--- config.mk ---
export PLATFORM = sky130hd
export DESIGN_NAME = redun_chk_arb_2to1
export DESIGN_NICKNAME = d
export VERILOG_FILES = /design/src/rtl/redun_chk_arb_2to1.sv
export SDC_FILE = /design/constraint.sdc
export NUM_CORES = 1
export LEC_CHECK = 0
export BUFFER_PORTS_ARGS = -buffer_cell sky130_fd_sc_hd__buf_2
export CORE_UTILIZATION = 30
export CTS_BUF_LIST = sky130_fd_sc_hd__clkbuf_16
export CTS_CLUSTER_DIAMETER = 100
export DETAILED_ROUTE_END_ITERATION = 7
export MAX_ROUTING_LAYER = met4
export SYNTH_ARGS = -nofsm -noshare
export SYNTH_HDL_FRONTEND = slang
export SYNTH_HIERARCHICAL = 1
export SYNTH_SLANG_ARGS = --single-unit
--- constraint.sdc ---
create_clock -name i_clk -period 2.8 [get_ports i_clk]
set_clock_uncertainty 0.05 [all_clocks]
set_input_delay 0 -clock i_clk [delete_from_list [all_inputs] [get_ports i_clk]]
set_output_delay 0 -clock i_clk [all_outputs]
set_load 0.01 [all_outputs]
--- src/rtl/redun_chk_arb_2to1.sv ---
// Two-input round-robin arbiter with a redundancy check in front of one
// message channel. The winner's message is latched, its redundancy is
// recomputed from the latched copy, and the message is either forwarded
// or dropped and counted.

`ifndef NS_ADDRESS_SIZE
`define NS_ADDRESS_SIZE 6
`endif
`ifndef NS_DATA_SIZE
`define NS_DATA_SIZE 4
`endif
`ifndef NS_REDUN_SIZE
`define NS_REDUN_SIZE 4
`endif

// Redundancy: XOR-fold of {src,dst,dat} into RSZ-bit chunks, LSB-aligned,
// with the top chunk zero-padded.
module calc_redun #(
  parameter int ASZ = `NS_ADDRESS_SIZE,
  parameter int DSZ = `NS_DATA_SIZE,
  parameter int RSZ = `NS_REDUN_SIZE
) (
  input  logic [ASZ-1:0] src,
  input  logic [ASZ-1:0] dst,
  input  logic [DSZ-1:0] dat,
  output logic [RSZ-1:0] red
);
  localparam int MW  = 2*ASZ + DSZ;
  localparam int NCH = (MW + RSZ - 1) / RSZ;

  logic [NCH*RSZ-1:0] pad;

  // Zero-pad the message and fold chunk by chunk.
  always_comb begin
    pad = '0;
    pad[MW-1:0] = {src, dst, dat};
    red = '0;
    for (int c = 0; c < NCH; c++) red = red ^ pad[c*RSZ +: RSZ];
  end
endmodule

module redun_chk_arb_2to1 #(
  parameter int ASZ  = `NS_ADDRESS_SIZE,
  parameter int DSZ  = `NS_DATA_SIZE,
  parameter int RSZ  = `NS_REDUN_SIZE,
  parameter int ECSZ = 8
) (
  input  logic            i_clk,
  input  logic            reset,
  input  logic            i0_req,
  output logic            i0_ack,
  input  logic [ASZ-1:0]  i0_src,
  input  logic [ASZ-1:0]  i0_dst,
  input  logic [DSZ-1:0]  i0_dat,
  input  logic [RSZ-1:0]  i0_red,
  input  logic            i1_req,
  output logic            i1_ack,
  input  logic [ASZ-1:0]  i1_src,
  input  logic [ASZ-1:0]  i1_dst,
  input  logic [DSZ-1:0]  i1_dat,
  input  logic [RSZ-1:0]  i1_red,
  output logic            o_req,
  input  logic            o_ack,
  output logic [ASZ-1:0]  o_src,
  output logic [ASZ-1:0]  o_dst,
  output logic [DSZ-1:0]  o_dat,
  output logic [RSZ-1:0]  o_red,
  output logic            o_err,
  output logic [ECSZ-1:0] o_err_cnt
);
  typedef enum logic [2:0] {IDLE, GET, CHK, SEND, DONE} state_t;

  state_t          state_q, state_d;
  logic            gnt_q, gnt_d;     // input currently being served
  logic            last_q, last_d;   // input granted most recently
  logic [ASZ-1:0]  src_q, src_d, dst_q, dst_d;
  logic [DSZ-1:0]  dat_q, dat_d;
  logic [RSZ-1:0]  red_q, red_d;
  logic            ack0_q, ack0_d, ack1_q, ack1_d;
  logic            oreq_q, oreq_d, oerr_q, oerr_d;
  logic [ECSZ-1:0] cnt_q, cnt_d;
  logic [RSZ-1:0]  calc_red;

  // Shared checker sees only the latched copy, so sender data may change
  // freely once the handshake has completed.
  calc_redun #(.ASZ(ASZ), .DSZ(DSZ), .RSZ(RSZ)) u_calc (
    .src(src_q), .dst(dst_q), .dat(dat_q), .red(calc_red)
  );

  // Next-state, grant selection, message latch and error counting.
  always_comb begin
    state_d = state_q;
    gnt_d   = gnt_q;
    last_d  = last_q;
    src_d   = src_q;
    dst_d   = dst_q;
    dat_d   = dat_q;
    red_d   = red_q;
    ack0_d  = ack0_q;
    ack1_d  = ack1_q;
    oreq_d  = oreq_q;
    oerr_d  = 1'b0;
    cnt_d   = cnt_q;
    case (state_q)
      IDLE: if (i0_req || i1_req) begin
        // On a tie the input not served last time wins.
        gnt_d = (i0_req && i1_req) ? ~last_q : i1_req;
        if (gnt_d) begin
          src_d = i1_src; dst_d = i1_dst; dat_d = i1_dat; red_d = i1_red;
        end else begin
          src_d = i0_src; dst_d = i0_dst; dat_d = i0_dat; red_d = i0_red;
        end
        ack0_d  = ~gnt_d;
        ack1_d  = gnt_d;
        state_d = GET;
      end
      GET: if (!(gnt_q ? i1_req : i0_req)) begin
        ack0_d  = 1'b0;
        ack1_d  = 1'b0;
        last_d  = gnt_q;
        state_d = CHK;
      end
      CHK: begin
        if (red_q == calc_red) begin
          oreq_d  = 1'b1;
          state_d = SEND;
        end else begin
          oerr_d  = 1'b1;
          if (cnt_q != {ECSZ{1'b1}}) cnt_d = cnt_q + 1'b1;
          state_d = IDLE;
        end
      end
      SEND: if (o_ack) begin
        oreq_d  = 1'b0;
        state_d = DONE;
      end
      DONE: if (!o_ack) state_d = IDLE;
      default: state_d = IDLE;
    endcase
  end

  // State and datapath registers; reset aborts any transfer in flight.
  always_ff @(posedge i_clk or posedge reset) begin
    if (reset) begin
      state_q <= IDLE;
      gnt_q   <= 1'b0;
      last_q  <= 1'b1;
      src_q   <= '0;
      dst_q   <= '0;
      dat_q   <= '0;
      red_q   <= '0;
      ack0_q  <= 1'b0;
      ack1_q  <= 1'b0;
      oreq_q  <= 1'b0;
      oerr_q  <= 1'b0;
      cnt_q   <= '0;
    end else begin
      state_q <= state_d;
      gnt_q   <= gnt_d;
      last_q  <= last_d;
      src_q   <= src_d;
      dst_q   <= dst_d;
      dat_q   <= dat_d;
      red_q   <= red_d;
      ack0_q  <= ack0_d;
      ack1_q  <= ack1_d;
      oreq_q  <= oreq_d;
      oerr_q  <= oerr_d;
      cnt_q   <= cnt_d;
    end
  end

  assign i0_ack    = ack0_q;
  assign i1_ack    = ack1_q;
  assign o_req     = oreq_q;
  assign o_src     = src_q;
  assign o_dst     = dst_q;
  assign o_dat     = dat_q;
  assign o_red     = red_q;
  assign o_err     = oerr_q;
  assign o_err_cnt = cnt_q;
endmodule
==> results of run 1 <==
==> state kept, by name, indices dropped and copies added, names as in the netlist, 3 cells and up <==
signal / cells
o_red: 4
o_dat: 4
o_err_cnt: 8
o_src: 6
o_dst: 6
state_q: 3
==> stage by stage <==
step	hold WS, ps	cell area (um2)	util (%)
after detailed placement	124	2410	39.7
after floorplan	54.1	1940	-
final	-5.23	2900	47.8
after global placement	105	2410	39.7
after global routing	35.1	2900	47.8
after CTS	1.02	2900	47.8
==> layout by cell type, fill, tap and decap left out, types with 2 or more instances in the layout <==
| cell type | n |
|---|---|
| buf_2 | 76 |
| dfrtp_1 | 36 |
| dlygate4sd3_1 | 35 |
| nand2_1 | 32 |
| o21ai_0 | 25 |
| mux2i_1 | 21 |
| xor2_1 | 13 |
| xnor2_1 | 8 |
| inv_1 | 6 |
| nor2_1 | 5 |
| clkbuf_16 | 5 |
| buf_4 | 4 |
| nor3_1 | 3 |
| mux2_2 | 3 |
| nand3_1 | 3 |
| nor2b_1 | 2 |
| and4_1 | 2 |
| nor3b_1 | 2 |
| nor4_1 | 2 |
| a21oi_1 | 2 |
| nor4b_1 | 2 |
| clkinv_2 | 2 |
==> worst max-delay path, delay by kind of cell (launching register included) <==
kind / cells / cell delay [ps]
buffers and inverters: 2 / 840
AOI/OAI and AO/OA: 2 / 600
DFF: 1 / 380
muxes: 1 / 220
==> metal layers <==
metal / up-vias / GRT usage [%] / wire (um)
met4: 0 / 6.84 / 61
li1: 880 / - / -
met3: 6 / 3.74 / 254
met5: - / - / 0
met2: 47 / 26.9 / 2360
met1: 782 / 18.2 / 2030
==> area by class of cell <==
type                            instances  area share, %
Multi-Input combinational cell        138           33.0
Sequential cell                        37           32.0
Timing Repair Buffer                  115           26.3
Clock buffer                            5           4.32
Tap cell                               75           3.24
Inverter                                5          0.648
Clock inverter                          3          0.475
==> power by group through the flow <==
| stage | combinational (mW) | sequential, mW | clock (mW) |
|---|---|---|---|
| CTS | 1.40 | 1.01 | 0.545 |
| global route | 1.54 | 1.05 | 0.570 |
| global placement | 1.33 | 1.00 | 0 |
| detailed placement | 1.33 | 1.02 | 0 |
| finish | 1.37 | 1.00 | 0.527 |
| floorplan | 0.897 | 1.04 | 0 |
==> cell families after synthesis <==
logic type | Yosys count | synth area share [%]
flip-flops | 37 | 47.8
multiplexers | 25 | 13.2
AND/OR/NAND/NOR | 57 | 14.7
AO/OA/AOI/OAI | 34 | 10.5
XOR/XNOR | 21 | 9.48
adder cells (fa/ha/maj) | 1 | 0.645
buffers and inverters | 14 | 3.68
==> how the worst max path moves through the flow <==
| stage | from | to | slack [ps] |
|---|---|---|---|
| after global routing | last_q$_DFFE_PP1P_ | o_dst[5]$_DFFE_PP0P_ | 440 |
| final | last_q$_DFFE_PP1P_ | o_dat[1]$_DFFE_PP0P_ | 570 |
| after CTS | last_q$_DFFE_PP1P_ | o_dst[5]$_DFFE_PP0P_ | 580 |
| after detailed placement | o_dst[0]$_DFFE_PP0P_ | o_err_cnt[1]$_DFFE_PP0P_ | 640 |
| after floorplan | o_dst[5]$_DFFE_PP0P_ | o_err_cnt[1]$_DFFE_PP0P_ | 780 |
| after global placement | o_dst[0]$_DFFE_PP0P_ | o_err_cnt[1]$_DFFE_PP0P_ | 710 |
==> qor_table.md, run 1 <==
| Quantity | Value | Unit |
|:---|:---|:---|
| Root Driver | clkbuf_16 | - |
| Leading register cell type out of synthesis | dfrtp_1 | - |
| TritonCTS clock tree | built | - |
| Clock latency at the later pin of the worst-skew pair | 270 | ps |
| Syn Std Cell Area | 1940 | um2 |
| Chip height | 82.4 | um |
| GRT Residual Overflow | 0 | - |
| Total Power | 2.90 | mW |
| Initial antenna violation count | 0 | - |
| Count of unresolved DRC violations after routing | 0 | - |
| Relative contribution of sequential cells to total power | 34.6 | % |
| Global placer's final weighted congestion | 0.737 | - |
| Average footprint of a synthesized cell | 10.3 | um2 |
| Number of setup buffers added after CTS | 0 | - |
| Width of the die | 82.4 | um |
| Biggest area consumer among synthesized cells | dfrtp_1 | - |
| DRT iter0 DRCs | 47 | - |
| Final layout net count | 348 | - |
| Worst Path Required | 2890 | ps |
| Via count | 1715 | - |
| Slew Limit Headroom | 51.4 | % |
| Post-synth EDFFs | 0 | - |
| Count of state elements after synthesis | 37 | - |
| Origin of the critical flop-to-flop path | last_q$_DFFE_PP1P_ | - |
| Hold slack final | -5.23 | ps |
| ANT cells | 0 | - |
| Worst stage delay on the critical path | 580 | ps |
| Crit share post-route | 79.7 | % |
| Hold buffers post-CTS | 35 | - |
| Switching power total | 1.19 | mW |
| Worst Setup Path Type | reg2reg | - |
| Depth of the most critical reg-to-reg path | 5 | - |
| Clock buffer count from CTS | 5 | - |
| Final Hold Vio Count | 2 | - |
| Reg area | 927 | um2 |
| Number of clock sinks seen by CTS | 37 | - |
| Top post-synthesis cells by count | dfrtp_1, nand2_1, o21ai_0 | - |
| Total die area | 6790 | um2 |
| Total global routing track utilization | 16.0 | % |
| Fraction of layout cells with a size suffix above 1 | 32.0 | % |
| Total number of placement rows | 28 | - |
| Highest net fanout along the worst path | 16 | - |
| Part of the Yosys area used for sequential elements | 47.8 | % |
| Pre-Repair DR Iteration Count | 3 | - |
| Combinational cell fraction of total power | 47.3 | % |
| Number of global-route vias before repair | 1748 | - |
| Vias per Instance | 4.54 | - |
| Cells along the critical path | a21boi_4 -> buf_4 -> mux2i_1 -> dlygate4sd3_1 -> o21ai_0 | - |
| Setup slack at placement | 635 | ps |
| Minimum setup slack in the final design | 569 | ps |
| Initial Utilization | 32.0 | % |
| Violations in the final reports | hold timing | - |
| Highest clock rate | 448 | MHz |
| Portion of total power attributed to the clock network | 18.1 | % |
| Number of port buffers | 76 | - |
| H-Tree Level Count | 2 | - |
| Async set-reset flop share out of synthesis | 100 | % |
| Arrival @ worst endpoint | 2320 | ps |
| Total I/O pin count | 77 | - |
| MaxCap Viol Count | 0 | - |
| Minimum period implied by the final worst setup slack | 2230 | ps |
| Category of the worst setup path launch point | register | - |
| Worst Min Path Start | i0_src[3] | - |
| Aggregate routed wire length | 4700 | um |
| Reg-to-Reg End | o_dat[1]$_DFFE_PP0P_ | - |
| Cell type of the slowest stage on the worst timing path | dlygate4sd3_1 | - |
| LEAKAGE | 1.43 | nW |
| Area contributors post-synth | dfrtp_1, mux2i_1, o21ai_0, nand2_1, xor2_1 | - |
| Net Count, Synth | 235 | - |
| Power density relative to cell area | 1000 | nW/um2 |
| Cell count after placement | 335 | - |
| Final Setup Violations | 0 | - |
| Netlist cell types | 34 | - |
| Final routed wire length divided by cell count | 12.4 | um |
| Number of resized instances in the post-cts repair step | 0 | - |
| Final TNS setup | 0 | ps |
| Maximum root-to-sink buffer count | 2 | - |
| Hold depth | 3 | - |
| Area delta synth->final | 49.3 | % |
| Most frequent cell after synthesis | dfrtp_1 | - |
| Multi-input gate area | 956 | um2 |
| Number of synthesis warnings | 6 | - |
| Yosys top cell area share | 46.5 | % |
| Global-route wire length before repair | 7760 | um |
| Largest net degree at the start of global routing | 43 | - |
| Final Non-Filler Cells | 378 | - |
| Floorplan core area | 6060 | um2 |
| Peak ir drop on the vdd network | 0.000422 | V |
| Critical path capture point type | register | - |
| Post-detailed-route count of antenna-violating nets | 0 | - |
| Terminating pin of the worst hold path | o_src[3]$_DFFE_PP0P_ | - |
| Min-delay worst type | in2reg | - |
| Design internal power | 1.71 | mW |
| Clock slew seen by the registers of the worst setup and hold paths | 50 | ps |
| Max-slew violation count | 0 | - |
| Number of standard cells after synthesis | 189 | - |
| Least-Margin Pin Slew | 729 | ps |
| Switching Share | 41.1 | % |
| Setup repair after global routing missed its margin | no | - |
| Post-detailed-placement half-perimeter wirelength | 3210 | um |
| Run status | finished, violations left | - |
| Reg-to-reg setup timing slack | 570 | ps |
| Filler cells | 564 | - |
Power figures use the tool's default switching activity.
==> run 2: changes to the inputs <==
- clock period: 2.8 -> 1.85 ns (I/O delays scaled with it)
==> run 2 against run 1 <==
Compared with the run above:
- critical path type unchanged
- hold slack worse by 6.6 ps
- via count up 7.1%
- sequential cell count unchanged
- utilization up 4.5 points
- critical path depth up 2
- total power up 81%
- maximum frequency up 12%
- clock-buffer cell count unchanged
- the flow finishes with violations (hold timing, setup timing)
- largest power group unchanged
==> qor_table.md, run 2 (synthesis results as in run 1) <==
| Quantity | Value | Unit |
|:---|:---|:---|
| Power density relative to cell area | 1660 | nW/um2 |
| Origin of the critical flop-to-flop path | o_dst[4]$_DFFE_PP0P_ | - |
| Terminating pin of the worst hold path | o_dst[0]$_DFFE_PP0P_ | - |
| Aggregate routed wire length | 5170 | um |
| Highest net fanout along the worst path | 7 | - |
| LEAKAGE | 1.61 | nW |
| Reg area | 927 | um2 |
| DRT iter0 DRCs | 59 | - |
| Initial Utilization | 32.0 | % |
| Global-route wire length before repair | 8040 | um |
| Highest-count cells in the layout ignoring fill and taps | buf_2, dfrtp_1, nand2_1, buf_4, o21ai_0 | - |
| Worst stage delay on the critical path | 400 | ps |
| Flip-flop count of the largest register, all copies and words added | 8 | - |
| Floorplan core area | 6060 | um2 |
| Highest clock rate | 500 | MHz |
| Min-delay worst type | in2reg | - |
| Run status | finished, violations left | - |
| Width of the die | 82.4 | um |
| Final Setup Violations | 8 | - |
| Arrival @ worst endpoint | 2100 | ps |
| Post-detailed-route count of antenna-violating nets | 0 | - |
| Least-Margin Pin Slew | 478 | ps |
| Clock latency at the later pin of the worst-skew pair | 270 | ps |
| Number of port buffers | 76 | - |
| Clock slew seen by the registers of the worst setup and hold paths | 60 | ps |
| Multi-input gate area | 1040 | um2 |
| Clock buffer count from CTS | 5 | - |
| Relative contribution of sequential cells to total power | 27.9 | % |
| Hold slack final | -11.9 | ps |
| Reg-to-Reg End | o_err_cnt[1]$_DFFE_PP0P_ | - |
| Minimum period implied by the final worst setup slack | 2000 | ps |
| Switching power total | 2.04 | mW |
| Count of unresolved DRC violations after routing | 0 | - |
| Depth of the most critical reg-to-reg path | 7 | - |
| Via count | 1836 | - |
| Initial antenna violation count | 0 | - |
| Total number of placement rows | 28 | - |
| Busiest layer in global routing | met2 | - |
| Chip height | 82.4 | um |
| Cells along the critical path | xor2_2 -> xnor2_2 -> xor2_2 -> o41ai_4 -> buf_6 -> nor2_4 -> mux2_4 | - |
| ANT cells | 0 | - |
| Critical Path Most Common Cell | xor2_2 | - |
| Post-detailed-placement half-perimeter wirelength | 3290 | um |
| Pre-Repair DR Iteration Count | 4 | - |
| Category of the worst setup path launch point | register | - |
| Filler cells | 565 | - |
| MaxCap Viol Count | 0 | - |
| Hold depth | 3 | - |
| GRT met3 Usage | 3.19 | % |
| Minimum setup slack in the final design | -149 | ps |
| Global placer's final weighted congestion | 0.778 | - |
| GRT Residual Overflow | 0 | - |
| Post-route standard cell area excluding fillers | 3170 | um2 |
| Total I/O pin count | 77 | - |
| Worst Setup Path Type | reg2reg | - |
| Total global routing track utilization | 16.0 | % |
| Final Hold Vio Count | 5 | - |
| Critical path startpoint | o_dst[4]$_DFFE_PP0P_ | - |
| TritonCTS clock tree | built | - |
| Design internal power | 3.22 | mW |
| Maximum root-to-sink buffer count | 2 | - |
| Portion of total power attributed to the clock network | 15.2 | % |
| Setup repair after global routing missed its margin | yes | - |
| H-Tree Level Count | 2 | - |
| GRT met2 Usage | 27.4 | % |
| Crit share post-route | 108 | % |
| Largest net degree at the start of global routing | 43 | - |
| Total Power | 5.26 | mW |
| Commonest non-fill, non-tap cell in the layout | buf_2 | - |
| Peak ir drop on the vdd network | 0.000699 | V |
| Final layout net count | 370 | - |
| Cell type of the slowest stage on the worst timing path | dfrtp_1 | - |
| Worst Min Path Start | i1_dst[0] | - |
| Critical path capture point type | register | - |
| Slew Limit Headroom | 68.1 | % |
| Root Driver | clkbuf_16 | - |
| Number of clock sinks seen by CTS | 37 | - |
| Post-placement cell area | 2600 | um2 |
| Share of the core filled with cells | 52.3 | % |
| Violations in the final reports | hold timing, setup timing | - |
| Switching Share | 38.9 | % |
| Fraction of layout cells with a size suffix above 1 | 43.4 | % |
| Number of global-route vias before repair | 1831 | - |
| Worst Path Required | 1960 | ps |
| Met1 usage | 19.0 | % |
| Max-slew violation count | 0 | - |
| Total die area | 6790 | um2 |
| Combinational cell fraction of total power | 56.9 | % |
| Area delta synth->final | 63.3 | % |
| Final routed wire length divided by cell count | 12.9 | um |
| Vias per Instance | 4.59 | - |
| Reg-to-reg setup timing slack | -150 | ps |
[run 2: cell types whose count changed in the layout (fill, tap and decap cells not counted), sizes merged]
| cell | before | now |
|---|---|---|
| clkbuf | 5 | 6 |
| buf | 80 | 112 |
| dlygate4sd3 | 35 | 24 |
[run 2: timing repair]
action                                 in CTS  in global routing
setup buffers                               4                  6
gates resized for setup                    10                  7
hold buffers                               24                  0
setup endpoints to repair                   9                 19
gates cloned                                0                  1
pin swaps                                  11                 13
endpoints found under the hold margin      50                  0
[run 2: metrics by stage]
stage | hold WS, ps | std cells | TNS, ps | setup WS, ps
detailed placement | 93.0 | 358 | -1270 | -234
global route | 14.4 | 400 | -1610 | -202
floorplan | 54.1 | 189 | -611 | -152
global placement | 90.5 | 358 | -918 | -195
CTS | 0.671 | 394 | -842 | -143
finish | -11.9 | 400 | -749 | -149
[run 2: area by class of cell]
type	count	area share, %
multi-input cells	138	32.8
clock buffers	5	3.95
well taps	75	2.96
flip-flops and latches	37	29.3
clock inverters	3	0.435
repair buffers	137	29.9
inverters	5	0.593
[run 2: how the worst max path moves through the flow]
stage                                          end  slack (ps)  depth (start not counted)
final                     o_err_cnt[1]$_DFFE_PP0P_        -150                          7
after global routing      o_err_cnt[1]$_DFFE_PP0P_        -200                          7
after CTS                 o_err_cnt[1]$_DFFE_PP0P_        -140                          7
after detailed placement  o_err_cnt[6]$_DFFE_PP0P_        -230                          7
after global placement    o_err_cnt[6]$_DFFE_PP0P_        -190                          7
after floorplan           o_err_cnt[1]$_DFFE_PP0P_        -150                          6
[run 2: worst max-delay path, delay by kind of cell (launching register included)]
family	cells	cell delay (ps)
xor+xnor	3	520
mux	1	300
buf+inv	1	200
simple gates	1	50
compound gates	1	360
flops	1	400
[run 2: power by group through the flow]
stage / Combinational (mW) / Clock [mW] / Sequential [mW]
after CTS: 2.88 / 0.814 / 1.46
after global placement: 2.52 / 0 / 1.44
after floorplan: 1.36 / 0 / 1.57
final: 2.99 / 0.799 / 1.47
after detailed placement: 2.56 / 0 / 1.45
after global routing: 3.32 / 0.850 / 1.52
[run 2: layer usage]
metal | wire (um) | vias up
met5 | 0 | -
met4 | 66 | 0
met1 | 2200 | 856
met3 | 209 | 6
met2 | 2700 | 55
li1 | - | 919
==> run 3: changes to the inputs <==
- clock period: 1.85 -> 2.2 ns (I/O delays scaled with it)
==> run 3 against run 2 <==
Compared with the run above:
- the flow finishes with violations (hold timing)
- global-route usage is 0.43 points higher
- clock power is 16% lower
- maximum frequency is 4.4% lower
- combinational power is 39% lower
- clock-buffer cell count stayed put
- sequential power is 14% lower
- design area is 6.3% lower
- register-to-register slack better by 260 ps
- non-clock buffer count is 16 lower
- sequential cell count stayed put
- critical path type unchanged
- highest routed layer unchanged
==> qor_table.md, run 3 (synthesis results as in run 1) <==
| Quantity | Value | Unit |
|:---|:---|:---|
| Aggregate routed wire length | 4810 | um |
| Total die area | 6790 | um2 |
| Slew Limit Headroom | 65.1 | % |
| Setup repair after global routing missed its margin | no | - |
| DRT iter0 DRCs | 77 | - |
| Global-route wire length before repair | 8040 | um |
| Depth of the most critical reg-to-reg path | 7 | - |
| Final layout net count | 354 | - |
| Power density relative to cell area | 1270 | nW/um2 |
| Highest-count cells in the layout ignoring fill and taps | buf_2, dlygate4sd3_1, dfrtp_1 | - |
| Clock buffer count from CTS | 5 | - |
| Run status | finished, violations left | - |
| MaxCap Viol Count | 0 | - |
| Initial antenna violation count | 0 | - |
| Clock slew seen by the registers of the worst setup and hold paths | 60 | ps |
| Worst Setup Path Type | reg2reg | - |
| Total I/O pin count | 77 | - |
| ANT cells | 0 | - |
| Pre-Repair DR Iteration Count | 4 | - |
| Vias per Instance | 4.54 | - |
| Highest net fanout along the worst path | 8 | - |
| Fraction of layout cells with a size suffix above 1 | 32.4 | % |
| LEAKAGE | 1.46 | nW |
| Hold depth | 3 | - |
| Cell type of the slowest stage on the worst timing path | dfrtp_1 | - |
| Minimum period implied by the final worst setup slack | 2090 | ps |
| GRT Residual Overflow | 0 | - |
| Area delta synth->final | 53.0 | % |
| Width of the die | 82.4 | um |
| Min-delay worst type | in2reg | - |
| Global placer's final weighted congestion | 0.730 | - |
| Post-detailed-route count of antenna-violating nets | 0 | - |
| Initial Utilization | 32.0 | % |
| Worst stage delay on the critical path | 400 | ps |
| Largest net degree at the start of global routing | 43 | - |
| Total global routing track utilization | 16.5 | % |
| Final Setup Violations | 0 | - |
| Reg-to-reg setup timing slack | 110 | ps |
| Floorplan core area | 6060 | um2 |
| Cells along the critical path | xor2_1 -> xnor2_1 -> xor2_1 -> o41ai_4 -> buf_4 -> nor3_2 -> mux2_2 | - |
| Critical path capture point type | register | - |
| Total number of placement rows | 28 | - |
| Worst Path Required | 2310 | ps |
| Clock latency at the later pin of the worst-skew pair | 280 | ps |
| Hold slack final | -4.80 | ps |
| Flip-flop count of the largest register, all copies and words added | 8 | - |
| Final routed wire length divided by cell count | 12.5 | um |
| Number of clock sinks seen by CTS | 37 | - |
| Number of port buffers | 76 | - |
| Final TNS setup | 0 | ps |
| Peak ir drop on the vdd network | 0.000594 | V |
| Final Hold Vio Count | 1 | - |
| Terminating pin of the worst hold path | o_dat[1]$_DFFE_PP0P_ | - |
| Critical Path Most Common Cell | xor2_1 | - |
| Crit share post-route | 95.0 | % |
| Total Power | 3.77 | mW |
| Category of the worst setup path launch point | register | - |
| H-Tree Level Count | 2 | - |
| Filler cells | 578 | - |
| Highest clock rate | 478 | MHz |
| Origin of the critical flop-to-flop path | o_src[1]$_DFFE_PP0P_ | - |
| Violations in the final reports | hold timing | - |
| Number of global-route vias before repair | 1790 | - |
| Worst Min Path Start | i0_dat[1] | - |
| Maximum root-to-sink buffer count | 2 | - |
| Commonest non-fill, non-tap cell in the layout | buf_2 | - |
| Chip height | 82.4 | um |
| TritonCTS clock tree | built | - |
| Via count | 1742 | - |
| Count of unresolved DRC violations after routing | 0 | - |
| Post-detailed-placement half-perimeter wirelength | 3120 | um |
| Arrival @ worst endpoint | 2210 | ps |
| Reg area | 927 | um2 |
| Least-Margin Pin Slew | 510 | ps |
| Reg-to-Reg End | o_err_cnt[6]$_DFFE_PP0P_ | - |
| Root Driver | clkbuf_16 | - |
| Multi-input gate area | 970 | um2 |
| Max-slew violation count | 0 | - |
-- run 3: cell types whose count changed in the layout (fill, tap and decap cells not counted), sizes merged --
cell         delta
buf            -31
clkbuf          -1
dlygate4sd3    +16
-- run 3: repair_timing --
item / 4_1_cts / 5_1_grt
hold buffers: 40 / 0
setup endpoints to repair: 0 / 4
setup buffers: 0 / 0
endpoints found under the hold margin: 57 / 0
resized for setup: 0 / 2
-- run 3: final cells by class --
class | instances | share of cell area [%]
clock inverters | 3 | 0.464
inverters | 5 | 0.633
well taps | 75 | 3.16
clock buffers | 5 | 4.22
multi-input cells | 138 | 32.7
repair buffers | 121 | 27.6
flip-flops and latches | 37 | 31.3
-- run 3: worst max-delay path: cells and delay by family, from the launching register on --
kind                      cells  cell delay, ps
muxes                         1             350
AOI/OAI and AO/OA             1             110
DFF                           1             400
xor gates and xnor gates      3             700
buffers and inverters         1             180
and+or+nand+nor               1             180
-- run 3: stage by stage --
stage          cell area (um2)  worst slack [ps]  utilization (%)  cells  hold slack, ps
2_1_floorplan             1940               178                -    189            54.1
3_5_place_dp              2410              64.5             39.8    336            92.6
6_report                  2970               109             48.9    384           -4.80
3_3_place_gp              2410               102             39.8    336            93.8
4_1_cts                   2950              49.0             48.7    384            13.3
5_1_grt                   2970              2.49             48.9    384            18.7
-- run 3: worst max-delay path by stage --
| stage | from | end | slack [ps] | cells past startpoint |
|---|---|---|---|---|
| floorplan | o_dst[5]$_DFFE_PP0P_ | o_err_cnt[1]$_DFFE_PP0P_ | 180 | 6 |
| global placement | o_src[1]$_DFFE_PP0P_ | o_err_cnt[6]$_DFFE_PP0P_ | 100 | 7 |
| detailed placement | o_dst[0]$_DFFE_PP0P_ | o_err_cnt[6]$_DFFE_PP0P_ | 60 | 7 |
| CTS | o_dst[0]$_DFFE_PP0P_ | o_err_cnt[6]$_DFFE_PP0P_ | 50 | 7 |
| global route | o_src[1]$_DFFE_PP0P_ | o_err_cnt[5]$_DFFE_PP0P_ | 2 | 7 |
| finish | o_src[1]$_DFFE_PP0P_ | o_err_cnt[6]$_DFFE_PP0P_ | 110 | 7 |
-- run 3: per-layer routing --
metal / track usage, % / routed length (um) / vias up
li1: - / - / 888
met1: 18.3 / 2010 / 801
met2: 29.3 / 2490 / 47
met3: 3.74 / 254 / 6
met4: 4.74 / 44 / 0
met5: - / 0 / -
-- run 3: power breakdown --
group,switching (mW),leakage (nW),internal (mW)
combinational,1.00,0.919,0.825
clock,0.264,0.0748,0.411
sequential,0.290,0.466,0.977
total,1.56,1.46,2.21
